## config.mk

```make
export PLATFORM = sky130hd
export DESIGN_NAME = slfifo_write_ctrl
export DESIGN_NICKNAME = d
export VERILOG_FILES = /design/src/rtl/slfifo_write_ctrl.sv
export SDC_FILE = /design/constraint.sdc
export NUM_CORES = 1
export LEC_CHECK = 0
export BUFFER_PORTS_ARGS = -buffer_cell sky130_fd_sc_hd__buf_4
export CORE_MARGIN = 1.5
export CORE_UTILIZATION = 30
export CTS_CLUSTER_DIAMETER = 30
export DETAILED_ROUTE_END_ITERATION = 6
export RECOVER_POWER = 25
export SETUP_SLACK_MARGIN = 0.2
export SYNTH_ARGS = -nofsm -noshare
export SYNTH_HDL_FRONTEND = slang
export SYNTH_SLANG_ARGS = --single-unit
```

## constraint.sdc

```tcl
create_clock -name PCLK -period 3.1 [get_ports PCLK]
set_clock_uncertainty 0.05 [all_clocks]
set_input_delay 0 -clock PCLK [delete_from_list [all_inputs] [get_ports PCLK]]
set_output_delay 0 -clock PCLK [all_outputs]
set_load 0.1 [all_outputs]
```

## src/rtl/slfifo_write_ctrl.sv

```systemverilog
// FX3 GPIF II slave-FIFO write master: bursts source words onto DQ under FLAGA/FLAGB
// control, counts words per packet and commits short packets with PKTEND_n.
module slfifo_write_ctrl #(
  parameter int unsigned BURST_LEN   = 1024,
  parameter int unsigned GAP_CYCLES  = 3,
  parameter logic [1:0]  SOCKET_ADDR = 2'b00
) (
  input  logic        PCLK,
  input  logic        RESET_n,
  input  logic        START,
  input  logic        FLAG_RDY_n,
  input  logic        FLAG_WM_n,
  input  logic [31:0] SRC_DATA,
  input  logic        SRC_VALID,
  output logic        SRC_READY,
  output logic        SLCS_n,
  output logic        SLWR_n,
  output logic        PKTEND_n,
  output logic [1:0]  FIFOADDR,
  output logic [31:0] DQ,
  output logic [31:0] WORDS_SENT,
  output logic        BUSY
);

  typedef enum logic [2:0] {
    ST_IDLE     = 3'd0,
    ST_WAIT_RDY = 3'd1,
    ST_WRITE    = 3'd2,
    ST_COMMIT   = 3'd3,
    ST_GAP      = 3'd4
  } state_t;

  localparam logic [15:0] LP_BURST = 16'(BURST_LEN);
  // The first GAP cycle carries the final SLWR_n/PKTEND_n strobe of the packet, so
  // loading GAP_CYCLES leaves exactly GAP_CYCLES strobe-idle cycles after it.
  localparam logic [3:0]  LP_GAP   = 4'(GAP_CYCLES);

  state_t      r_state;
  state_t      w_state_nxt;
  logic [15:0] r_word_cnt;
  logic [15:0] w_word_cnt_nxt;
  logic [15:0] w_cnt_inc;
  logic [3:0]  r_gap_cnt;
  logic [3:0]  w_gap_cnt_nxt;
  logic        w_accept;

  logic        r_src_ready;
  logic        r_slcs_n;
  logic        r_slwr_n;
  logic        r_pktend_n;
  logic        r_busy;
  logic [1:0]  r_fifoaddr;
  logic [31:0] r_dq;
  logic [31:0] r_words_sent;

  // Source handshake: a word is taken when the registered ready meets a valid word
  always_comb begin
    w_accept  = 1'b0;
    w_cnt_inc = r_word_cnt;
    if ((r_state == ST_WRITE) && r_src_ready && SRC_VALID) begin
      w_accept = 1'b1;
    end else begin
      w_accept = 1'b0;
    end
    if (w_accept && (r_word_cnt != LP_BURST)) begin
      w_cnt_inc = r_word_cnt + 16'd1;
    end else begin
      w_cnt_inc = r_word_cnt;
    end
  end

  // Next-state, packet word count and gap timer
  always_comb begin
    w_state_nxt    = r_state;
    w_word_cnt_nxt = r_word_cnt;
    w_gap_cnt_nxt  = r_gap_cnt;
    case (r_state)
      ST_IDLE: begin
        if (START) begin
          w_state_nxt = ST_WAIT_RDY;
        end else begin
          w_state_nxt = ST_IDLE;
        end
      end
      ST_WAIT_RDY: begin
        if (FLAG_RDY_n && FLAG_WM_n) begin
          w_state_nxt = ST_WRITE;
        end else if (!START) begin
          if (r_word_cnt != 16'd0) begin
            w_state_nxt = ST_COMMIT;
          end else begin
            w_state_nxt = ST_IDLE;
          end
        end else begin
          w_state_nxt = ST_WAIT_RDY;
        end
      end
      ST_WRITE: begin
        w_word_cnt_nxt = w_cnt_inc;
        if (w_accept && (w_cnt_inc == LP_BURST)) begin
          // Full packets are committed by the FX3 itself
          w_state_nxt    = ST_GAP;
          w_word_cnt_nxt = 16'd0;
          w_gap_cnt_nxt  = LP_GAP;
        end else if (!FLAG_WM_n) begin
          w_state_nxt = ST_WAIT_RDY;
        end else if (!START) begin
          if (w_cnt_inc != 16'd0) begin
            w_state_nxt = ST_COMMIT;
          end else begin
            w_state_nxt = ST_IDLE;
          end
        end else begin
          w_state_nxt = ST_WRITE;
        end
      end
      ST_COMMIT: begin
        w_state_nxt    = ST_GAP;
        w_word_cnt_nxt = 16'd0;
        w_gap_cnt_nxt  = LP_GAP;
      end
      ST_GAP: begin
        if (r_gap_cnt == 4'd0) begin
          if (START) begin
            w_state_nxt = ST_WAIT_RDY;
          end else begin
            w_state_nxt = ST_IDLE;
          end
        end else begin
          w_gap_cnt_nxt = r_gap_cnt - 4'd1;
        end
      end
      default: begin
        w_state_nxt    = ST_IDLE;
        w_word_cnt_nxt = 16'd0;
        w_gap_cnt_nxt  = 4'd0;
      end
    endcase
  end

  // State register and counters, falling-edge domain
  always_ff @(negedge PCLK or negedge RESET_n) begin
    if (!RESET_n) begin
      r_state    <= ST_IDLE;
      r_word_cnt <= 16'd0;
      r_gap_cnt  <= 4'd0;
    end else begin
      r_state    <= w_state_nxt;
      r_word_cnt <= w_word_cnt_nxt;
      r_gap_cnt  <= w_gap_cnt_nxt;
    end
  end

  // Registered pin drivers; control pins follow the state being entered
  always_ff @(negedge PCLK or negedge RESET_n) begin
    if (!RESET_n) begin
      r_src_ready  <= 1'b0;
      r_slcs_n     <= 1'b1;
      r_slwr_n     <= 1'b1;
      r_pktend_n   <= 1'b1;
      r_busy       <= 1'b0;
      r_fifoaddr   <= SOCKET_ADDR;
      r_dq         <= 32'd0;
      r_words_sent <= 32'd0;
    end else begin
      r_src_ready  <= (w_state_nxt == ST_WRITE) && START && FLAG_WM_n &&
                      (w_word_cnt_nxt < LP_BURST);
      r_slcs_n     <= (w_state_nxt == ST_IDLE);
      r_slwr_n     <= ~w_accept;
      // PKTEND_n pulses in the cycle after COMMIT so it never overlaps the last SLWR_n
      r_pktend_n   <= (r_state != ST_COMMIT);
      r_busy       <= (w_state_nxt != ST_IDLE);
      r_fifoaddr   <= SOCKET_ADDR;
      if (w_accept) begin
        r_dq         <= SRC_DATA;
        r_words_sent <= r_words_sent + 32'd1;
      end
    end
  end

  assign SRC_READY  = r_src_ready;
  assign SLCS_n     = r_slcs_n;
  assign SLWR_n     = r_slwr_n;
  assign PKTEND_n   = r_pktend_n;
  assign BUSY       = r_busy;
  assign FIFOADDR   = r_fifoaddr;
  assign DQ         = r_dq;
  assign WORDS_SENT = r_words_sent;

endmodule

```

After elaboration in Yosys (flattened, before gate mapping) --
Index checks and enable logic that the tools add are counted.
Word-level totals: bits of input ports 38, flip-flop bits (word level) 92
Cells by class: bitwise logic cells 2, $add $sub $neg 3, magnitude comparators 1, reduce and logical (&&, ||, !) cells 17, eq/ne operators 10, muxes and demuxes 17
Operators with widths (number):
- adder 32 x 1 -> 32 bit, second input constant | 1
- 2-to-1 mux 16 bit | 2
- case mux 16 bit (2 select lines) | 1
- nonzero test 16 bit | 2
- 2-to-1 mux 3 bit | 6
- adder 16 x 1 -> 16 bit, second input constant | 1
- == test 16 x 11 -> 1 bit, second input constant | 1
- < comparator 16 x 11 -> 1 bit, second input constant | 1
- inequality test 16 x 11 -> 1 bit, second input constant | 1
- case mux 4 bit (4 select lines) | 1
- case mux 3 bit (5 select lines) | 1
- == test 3 x 2 -> 1 bit, second input constant | 3
- logical AND 1 bit | 8
- 2-to-1 mux 4 bit | 2
- logical NOT 3 bit | 2
- logical NOT 4 bit | 1
- 2-to-1 mux 2 bit | 2
- subtractor 4 x 1 -> 4 bit, second input constant | 1
- == test 3 x 1 -> 1 bit, second input constant | 1
- == test 3 bit, second input constant | 1
- inequality test 3 x 2 -> 1 bit, second input constant | 1
- AND reduction 3 bit | 1
- nonzero test 3 bit | 1
- OR reduction 3 bit | 1
- 5 further kinds | 7

Logic depth before layout (Yosys ltp) --
depth in word-level cells 16, depth in mapped cells 11

==> out/summary.txt <==
initial antenna violation count: 0
yosys synthesis warning count: 0
row cnt: 45
crit end category: register
Inserted Diodes: 0
Leak: 0.00329 uW
metal2 WL: 6.43 mm
CTS tree: done
Worst EP required: 1.70 ns
CP endpoint: r_gap_cnt[2]$_DFFE_NN0P_
CTS buffer count: 9
first-pass GRT wire length: 21.4 mm
starting DRC count in detailed routing: 248
Port Buffers: 106
max-slew violations: 0
r2r startpoint: r_word_cnt[5]$_DFFE_NN0P_
clock sinks: 92
max-cap viol count: 0
global placement routability congestion: 0.894
Inst Count DP: 852
routed wl met3: 829 um
Layout Nets: 708
metal1 wirelength: 5.92 mm
Synth Cell Area: 4750 um2
Root Buffer: clkbuf_16
per-cell routed wire length: 15.3 um
most frequent cells in the layout: buf_4, nand2_1, dfrtn_1
worst vdd ir: 0.330 mV
vias in the first global route: 4217
endpoints failing hold: 0
RSZ-0062 raised after global routing: true
core area: 15300 um2
Chip Height: 129 um
Clock Latency Late Sink: 0.34 ns
Reg clk slew, reported paths: 0.05 ns
Die ar.: 16600 um2
Reg2Reg Depth: 9
async set-or-reset flop fraction in the synthesized netlist: 100%
drt pass-1 iters: 4
Post-CTS Hold Buffers: 0
final non-filler cell total: 881
largest net degree at the start of global routing: 40
commonest non-fill, non-tap cell in the layout: buf_4
Mean Syn Cell Area: 9.21 um2
Seq/Total Area, Yosys: 48.5%
EDFF count, synth: 0
H-tree depth: 3
I/O Pins: 109
Die X: 129 um
Final Util: 43.8%
Critical Path Source: SRC_VALID
Cell Area, Placed: 6130 um2
failing checks: negative setup slack
Vias/cell: 4.94
clk buf depth: 2
DP HPWL: 9.78 mm
CP Max Fanout: 6
Power, Total: 4410 uW
total gr overflow: 0
layout cells sized above 1: 34.3%
# DRC: 0
final setup vio count: 23
RR Endpoint: BUSY$_DFF_NN0_
Yosys reg bits: 92
Post-Synthesis Cells: 516
area delta synth->final: 41.1%
cell area after layout: 6710 um2
routed wire length: 13.5 mm
setup ws final: -0.202 ns
FILL cells: 1535
DR top layer: met4
setup TNS: -2.36 ns
Hold WC Path Type: register to register
Initial Util: 31.0%
CP Class: primary input to register
Slew headroom: 39.5%
outcome: finished, violations left
Netlist cell types: 65
Post-synth top flop: dfrtn_1
Slew @ Worst Pin: 0.908 ns
register-to-register setup slack: 0.15 ns
CP Launch Type: primary input
Power Density: 657 nW/um2
antenna-violating nets left: 0
WP data arrival: 1.90 ns
All-Layer GR Usage: 16.3%
DR vias: 4355
==> metrics by stage <==
| step | worst slack (ns) | hold slack (ns) |
|---|---|---|
| 2_1_floorplan | -0.473 | 0.397 |
| 3_3_place_gp | -0.726 | 0.346 |
| 3_5_place_dp | -0.745 | 0.359 |
| 4_1_cts | -0.213 | 0.359 |
| 5_1_grt | -0.303 | 0.396 |
| 6_report | -0.202 | 0.357 |
==> report_power, final <==
group / leakage [uW] / total (uW) / internal (uW) / switching (uW)
Combinational: 0.00187 / 1830 / 594 / 1240
Sequential: 0.00126 / 1490 / 1360 / 130
Clock: 0.000158 / 1090 / 585 / 503
Total: 0.00329 / 4410 / 2540 / 1870
==> sequential cells by signal, indices dropped and copies added, names as in the netlist <==
register and count:
DQ 32, WORDS_SENT 32, r_word_cnt 16, r_gap_cnt 4
r_state 3, BUSY 1, PKTEND_n 1, SLCS_n 1
SLWR_n 1, SRC_READY 1
==> cell type report <==
type / instances / area (um2) / area share, %
clock inverter: 9 / 65.1 / 0.970
tap: 211 / 264 / 3.94
clock buffer: 10 / 239 / 3.56
inverter: 11 / 41.3 / 0.616
multi-input combinational: 380 / 2480 / 37.0
sequential: 92 / 2310 / 34.4
timing repair buffer: 168 / 1310 / 19.6
==> cells in the mapped netlist, drive strengths merged (4+ instances only) <==
cell type  instances  area, um2
and2               6       37.5
nand4             21        146
nand3             25        138
or3                7       48.8
dfrtn             89       2230
a21oi              7       35.0
nor2              27        101
nand2            138        518
xor2               9       78.8
nor3              10       50.1
buf               17        113
inv               12       45.0
ha                 5       62.6
clkbuf            16       60.1
nor4               8       50.1
mux2i              4       40.0
a31oi              9       56.3
nand4b             6       52.6
xnor2             29        254
nand3b             4       30.0
o21ai             10       50.0
and3               4       25.0
==> routing by layer <==
layer	global-route usage, %	vias up
li1	-	2074
met1	21.7	2105
met2	25.7	152
met3	3.53	24
met4	6.54	0
met5	0	-
==> cell families after synthesis <==
family | synth area share [%]
other cells | 0.0789
buf+inv | 4.58
mux | 1.32
simple gates | 27.7
flops | 48.5
xor+xnor | 7.00
fa+ha+maj | 1.32
compound gates | 9.53
==> worst min-delay path by stage <==
stage	start	to	slack, ns	cells past startpoint
3_5_place_dp	WORDS_SENT[31]$_DFFE_NN0N_	WORDS_SENT[31]$_DFFE_NN0N_	0.36	1
5_1_grt	DQ[14]$_DFFE_NN0N_	DQ[14]$_DFFE_NN0N_	0.40	2
2_1_floorplan	r_gap_cnt[3]$_DFFE_NN0P_	r_gap_cnt[3]$_DFFE_NN0P_	0.40	1
4_1_cts	WORDS_SENT[31]$_DFFE_NN0N_	WORDS_SENT[31]$_DFFE_NN0N_	0.36	1
3_3_place_gp	WORDS_SENT[31]$_DFFE_NN0N_	WORDS_SENT[31]$_DFFE_NN0N_	0.35	1
6_report	WORDS_SENT[31]$_DFFE_NN0N_	WORDS_SENT[31]$_DFFE_NN0N_	0.36	1
==> worst max-delay path, stage by stage <==
cell and delay, ns:
buf_8 0.08, nand3b_1 0.08, buf_6 0.16, nor4_4 0.20, nand3_2 0.16, a2111oi_4 0.35
nand4_1 0.23, buf_6 0.20, a21bo_4 0.22, a22o_1 0.22
==> what timing repair did <==
action,in CTS,in global routing
gates resized for setup,20,23
setup buffers,7,4
pin swaps,19,9
setup endpoints to repair,24,29
Note: power is estimated with default switching activity, not from simulation.
